<file path="config.mk">
export PLATFORM = sky130hd
export DESIGN_NAME = arb2_rr_addsched
export DESIGN_NICKNAME = d
export VERILOG_FILES = /design/src/rtl/arb2_rr_addsched.sv
export SDC_FILE = /design/constraint.sdc
export NUM_CORES = 1
export LEC_CHECK = 0
export CORE_MARGIN = 2
export CORE_UTILIZATION = 30
export DETAILED_ROUTE_END_ITERATION = 8
export HOLD_SLACK_MARGIN = 0.06
export PLACE_DENSITY = 0.59
export SYNTH_ARGS = -nofsm -noshare
export SYNTH_HDL_FRONTEND = slang
export SYNTH_SLANG_ARGS = --single-unit
</file>
<file path="constraint.sdc">
create_clock -name clk -period 1.3 [get_ports clk]
set_input_delay 0.325 -clock clk [delete_from_list [all_inputs] [get_ports clk]]
set_output_delay 0.325 -clock clk [all_outputs]
set_load 0.05 [all_outputs]
</file>
<file path="src/rtl/arb2_rr_addsched.sv">
// ---------------------------------------------------------------------------
// arb2_rr_addsched
//
// Round-robin scheduler that shares one WIDTH-bit adder between two
// requesters. A winner is chosen in IDLE, granted for one cycle (READ),
// and its operand sum is captured into y at the end of READ. The sum is
// then presented with a one-cycle ack (WRITE). One operation completes
// every three cycles.
//
// Ports:
//   clk         clock, all state changes on the rising edge
//   reset       asynchronous active-low reset
//   r0, a0, b0  requester 0 request and operands (held until ack0)
//   r1, a1, b1  requester 1 request and operands (held until ack1)
//   g0, g1      registered grant, high only during READ
//   ack0, ack1  registered one-cycle result strobe, high only during WRITE
//   y           result register, holds until the next capture
//   busy        high during READ and WRITE
// ---------------------------------------------------------------------------
module arb2_rr_addsched #(
    parameter int WIDTH = 4
) (
    input  logic             clk,
    input  logic             reset,
    input  logic             r0,
    input  logic [WIDTH-1:0] a0,
    input  logic [WIDTH-1:0] b0,
    input  logic             r1,
    input  logic [WIDTH-1:0] a1,
    input  logic [WIDTH-1:0] b1,
    output logic             g0,
    output logic             g1,
    output logic             ack0,
    output logic             ack1,
    output logic [WIDTH-1:0] y,
    output logic             busy
);

    typedef enum logic [1:0] {
        IDLE  = 2'b00,
        READ  = 2'b01,
        WRITE = 2'b10
    } state_t;

    state_t state;
    logic   sel;
    logic   last;
    logic   pick;

    // Arbitration choice for the current IDLE cycle: a lone requester wins
    // outright, and on a tie the requester that was not served last wins.
    always_comb begin
        pick = 1'b0;
        if (r0 && r1) begin
            pick = ~last;
        end else begin
            pick = r1;
        end
    end

    // Sequencer. Grants, acks and busy are set one state ahead so that
    // they come straight from flops and never glitch. The pointer starts
    // at 1 so requester 0 wins the first tie after reset.
    always_ff @(posedge clk or negedge reset) begin
        if (!reset) begin
            state <= IDLE;
            sel   <= 1'b0;
            last  <= 1'b1;
            g0    <= 1'b0;
            g1    <= 1'b0;
            ack0  <= 1'b0;
            ack1  <= 1'b0;
            busy  <= 1'b0;
            y     <= '0;
        end else begin
            case (state)
                IDLE: begin
                    ack0 <= 1'b0;
                    ack1 <= 1'b0;
                    if (r0 || r1) begin
                        sel   <= pick;
                        g0    <= ~pick;
                        g1    <= pick;
                        busy  <= 1'b1;
                        state <= READ;
                    end else begin
                        g0   <= 1'b0;
                        g1   <= 1'b0;
                        busy <= 1'b0;
                    end
                end
                READ: begin
                    // Operands are sampled here, at the edge ending READ;
                    // the sum wraps and any carry out is discarded.
                    g0    <= 1'b0;
                    g1    <= 1'b0;
                    ack0  <= ~sel;
                    ack1  <= sel;
                    busy  <= 1'b1;
                    y     <= sel ? (a1 + b1) : (a0 + b0);
                    state <= WRITE;
                end
                WRITE: begin
                    ack0  <= 1'b0;
                    ack1  <= 1'b0;
                    busy  <= 1'b0;
                    last  <= sel;
                    state <= IDLE;
                end
                default: begin
                    g0    <= 1'b0;
                    g1    <= 1'b0;
                    ack0  <= 1'b0;
                    ack1  <= 1'b0;
                    busy  <= 1'b0;
                    state <= IDLE;
                end
            endcase
        end
    end

endmodule

</file>
======== Yosys cells after proc, flatten, opt, wreduce, memory -nomap -nowiden ========
Cells that the tools add are included.
cells by class
  $add $sub $neg .......................... 2
  equal/unequal tests ..................... 3
  muxes and demuxes ....................... 12
  bitwise operators ....................... 3
  reductions and logical operators ........ 4
operators by type and width
  cell                                           count
  adder 4 bit                                    2
  2-to-1 mux 1 bit                               6
  one-hot mux 1 bit (2 select lines)             3
  2-to-1 mux 4 bit                               1
  one-hot mux 2 bit (2 select lines)             1
  NOT 1 bit                                      3
  == test 2 x 1 -> 1 bit, second input constant  1
  == test 2 bit, second input constant           1
  logical NOT 2 bit                              1
  2-to-1 mux 2 bit                               1
  inequality test 2 bit, second input constant   1
  AND reduction 2 bit                            1
  logical AND 1 bit                              1
  logical OR 1 bit                               1
word-level totals
  bits in registers ....................... 13
  input bits .............................. 20
  output and inout bits ................... 9
  word-level logic and storage cells ...... 33

======== Longest topological paths before layout ========
  word-level depth ........................ 5
  depth in mapped cells ................... 7
  gate-level depth less buffers ........... 7

======== Least setup slack after synthesis ========
No wires, ideal clock.
  path kind ............................... input-to-reg
  from .................................... input a1[0]
  to ...................................... register y[1]
  library setup time ...................... 0.076 ns
  arrival ................................. 1.317 ns
  required time ........................... 1.224 ns
  setup slack ............................. -0.093 ns
  cell stages on the path ................. 5
  path buffers ............................ 0
  cell sequence ........................... ha_1 -> inv_1 -> fa_1 -> mux2_2 -> o21ai_1
between the ends
  cells in the longest elaborated chain, start to end .. 2
ends and longest elaborated chain
  element                 RTL line  text
  start: declaration      29        input logic [WIDTH-1:0] a1,
  adder 4 bit             100       y <= sel ? (a1 + b1) : (a0 + b0);
  2-to-1 mux 4 bit        100
  end signal: assignment  100
  end: declaration        35        output logic [WIDTH-1:0] y,
No other way between the ends.
A chain may end at the register's enable or synchronous reset.

======== Final worst setup path ========
  from .................................... input a0[1]
  to ...................................... register y[1]
between the ends
  cells in the longest elaborated chain, start to end .. 2
ends and longest elaborated chain
  element             RTL line  text
  start: declaration  26        input logic [WIDTH-1:0] a0,
  adder 4 bit         100
  2-to-1 mux 4 bit    100
No other way between the ends.

==> results.md <==
- During I/O placement, the number of pins put on the boundary was 29.
- The number of maximum-capacitance violations is 0.
- Sequential cells were found to cover 41.5% of the synthesized design area.
- The post-route total power is 2.68 mW.
- The post-synthesis sequential element count is 13.
- The total global routing track utilization is 10.9%.
- The largest net degree at the start of global routing is 14.
- The maximum cell stage delay along the critical path is 0.45 ns.
- Yosys mapped the design onto 27 distinct sky130hd cell types.
- Of the total power, the share spent switching nets is 42.9%.
- The number of cells in the finished layout apart from fillers is 144.
- The wire-length estimate of the detail-placed layout is 1280 um.
- The synthesized net count is 106.
- The worst register-to-register path has a setup slack of ~0.29 ns.
- The least setup slack across all paths after layout is 0.0409 ns.
- The cell family with the largest share of critical-path delay is adder cells.
- Synthesis handed over a netlist of 78 instances.
- Buffers placed on the I/O ports in this run total 28.
- In this run, the number of DRC markers left after iteration 0 of detailed routing was 4.
- After the last flow step, the layout net total stands at 143.
- Once layout is complete, the utilization of the core stands at 52.2%.
- The total routed wirelength is between 1000 and 1500 um.
- The number of cells after detailed placement is roughly 140.
- In this run the horizontal extent of the chip is 55.2 um.
- During synthesis, Yosys emitted a total of 0 warnings.
- The wire length of the first global-routing pass is 2650 um.
- The path class of the tightest hold or removal check is in2async.
- The combinational group share of total power is approximately three fifths.
- The slowest stage of the critical path belongs to the cell fa_1.
- The clock network latency to the later pin of the worst-skew pair is 0.26 ns.
- Of the cells placed in the final design, the portion with a size suffix greater than 1 is a little under two fifths.
- The post-placement worst setup slack is -0.647 ns.
- For the finished layout, the period the worst path requires is 1.26 ns.
- The clock passes through at most 2 buffers.
- The post-route fraction of the period consumed by the critical path is 96.9%.
- The number of buffers added to fix hold violations after cts is 0.
- The top cell type by area accounts for 38.2% of the synthesized area.
- Setup repair after global routing left no endpoint under its margin.
- The floorplan step set the die height to around 55 um.
- The filler cells instantiated in the layout total 232.
- Row generation in the floorplan step produced 18 rows.
- The critical path is of the in2reg type.
- The worst path required time is 1.50 ns.
- In the routed design, unresolved DRC markers number 0.
- The total count of hold-check failures in the final report is 0.
- In this run the tightest slew margin relative to its limit is 83.0%.
- The number of setup violations in the final report is 0.
- The internal portion of the total power is 1.53 mW.
- The number of antenna violations at the first check in global routing is 0.
- Dividing the detail-routed wire length by the instance count gives slightly above 10 um.
- The critical path goes through dlygate4sd2_1 > inv_2 > fa_1 > mux2_4 > o21ai_2.
- Along the worst path, the maximum fanout reaches 2.
- Across all hold checks on the routed design, the worst slack comes to between 0.3 and 0.4 ns.
- The total CTS buffers is 3.
- The area growth from synthesis to layout is 64.2%.
- The final clock skew is 0.000266 ns.
- The critical path contains buffers and inverters numbering 2 combined.
- Data arrives at the worst endpoint at roughly 1.5 ns.
- Summed over all nets, the switching power comes to 1.15 mW.
- The peak clock frequency supported by timing is 794 MHz.
- For the pin with the worst max-slew slack, the measured transition is between 0.2 and 0.3 ns.
- The fraction of power consumed by sequential logic is 30.0%.
- The sort of element at the start of the critical path is an input pin.
- 0 antenna diodes ended up in the layout.
- The final count of pins violating max slew is 0.
- The cell sitting at the root of the clock tree is a clkbuf_4.
- A synthesized cell averages 10.1 um2.
- Once the floorplan was initialized, standard cells occupied between 30% and 40% of the core.
- The via count of the first global-routing pass is 654.
- The die area is 3050 um2.
- The H-tree depth reported by CTS is 1.
- Summing every instance area after synthesis gives 787 um2.
- The floorplan step defined a core boundary enclosing 2480 um2.
- The cell area reported after detailed placement is ~1200 um2.
- The detailed-routing iteration count for the pre-antenna-repair pass is 4.
- The flow ran to the end, and the final reports show no timing, DRC or antenna violations.
- Using the TritonRoute via totals, the vias-per-cell ratio works out to 4.53.
- The nature of the critical path endpoint is a flip-flop.
- The largest voltage drop on the vdd net is 1190 uV.
- For this design the static power due to leakage is roughly 0.6 nW.
- The clock transition at the registers of the reported paths is around 0.070 ns.
- Of the total power, the clock network draws ~9%.
- For this design the ratio of total power to cell area is approximately 2100 nW/um2.
- The total clock sinks is 13.
- The setup TNS is 0 ns.
- Yosys attributes the largest share of cell area to dfrtp_1 (38%), ha_1 (9.5%), fa_1 (5.1%), o21ai_1 (3.8%), inv_1 (3.8%).
- For this block, the via count after detailed routing is 652.
- The overall overflow remaining after global route is 0.
- The post-layout instance area is 1290 um2.
- The congestion estimate from routability-driven global placement came to 0.722.
- Once detail routing completed, the nets flagged for antenna violations numbered 0.
- TritonCTS built the clock tree.
- dfrtp_1 takes more of the synthesized area than any other cell.
## cell usage in the layout, fill, tap and decap left out, types with 2 or more instances in the layout
| cell type | synthesis | layout |
|---|---|---|
| dfrtp_1 | 12 | 12 |
| buf_12 | 0 | 9 |
| nand2_1 | 8 | 8 |
| clkdlybuf4s50_1 | 0 | 7 |
| buf_4 | 0 | 7 |
| nor2_1 | 6 | 6 |
| dlygate4sd2_1 | 0 | 6 |
| inv_2 | 2 | 5 |
| inv_1 | 8 | 5 |
| o21ai_1 | 6 | 5 |
| ha_4 | 0 | 4 |
| a21oi_1 | 4 | 3 |
| clkbuf_4 | 0 | 3 |
| buf_2 | 2 | 3 |
| nor3_1 | 2 | 2 |
| o21a_1 | 2 | 2 |
| nand3_1 | 2 | 2 |
| a21oi_2 | 1 | 2 |
| xnor2_1 | 2 | 2 |
| xor2_1 | 2 | 2 |
| o21ai_2 | 0 | 2 |
| ha_1 | 6 | 2 |
| clkdlybuf4s15_1 | 0 | 2 |
## flip-flops by register name, indices dropped and copies added (netlist names)
register	count
g1	1
ack0	1
y	4
last	1
ack1	1
state	2
sel	1
g0	1
busy	1
## area by class of cell
class	instances	area [um2]	area share, %
tap	30	37.5	2.90
clock buffer	4	26.3	2.03
sequential	13	327	25.3
inverter	10	37.5	2.90
timing repair buffer	35	395	30.6
multi-input combinational	52	469	36.3
## Yosys cell counts (all sizes together)
cell,n
and3,1
o21ai,7
o21a,2
nand2,8
a21oi,5
nor3,2
mux2i,1
nand2b,1
o311ai,1
mux2,1
xnor2,3
xor2,2
a21o,1
o31ai,1
buf,3
dfrtp,12
nor2,6
fa,2
ha,6
nand3,2
inv,10
dfstp,1
## timing repair
action / in CTS / in global routing
endpoints found under the hold margin: 0 / 0
setup endpoints to repair: 3 / 3
setup buffers: 0 / 1
pin swaps: 10 / 11
resized for setup: 27 / 5
## routing by layer
| layer | part of all wire, % | track usage [%] | up-vias | wire, um |
|---|---|---|---|---|
| li1 | - | - | 328 | - |
| met1 | 40 | 12.0 | 302 | 587 |
| met2 | 52 | 19.0 | 20 | 763 |
| met3 | 7.0 | 3.28 | 2 | 103 |
| met4 | 0.48 | 5.23 | 0 | 7 |
| met5 | 0 | 0 | - | 0 |
## logic make-up after synthesis
| family | synth area share (%) |
|---|---|
| simple gates | 11.8 |
| compound gates | 14.0 |
| xor+xnor | 7.95 |
| mux | 2.70 |
| flops | 41.5 |
| fa+ha+maj | 14.6 |
| buf+inv | 7.47 |
## power by group through the flow
stage / registers (mW) / clock network, mW / logic, mW
after floorplan: 1.14 / 0 / 0.539
after global placement: 0.808 / 0 / 1.62
after detailed placement: 0.816 / 0 / 1.64
after CTS: 0.810 / 0.250 / 1.66
after global routing: 0.830 / 0.272 / 1.74
final: 0.802 / 0.236 / 1.64
## final timing paths
path	startpoint	end	cells past startpoint
hold reg to reg	last	last	2
min in group clk	b0[0]	y[0]	4
setup / recovery	a0[1]	y[1]	5
max in group asynchronous	reset	last	2
setup reg to reg	sel	y[1]	2
hold / removal	reset	g0	2
Power figures use the tool's default switching activity.
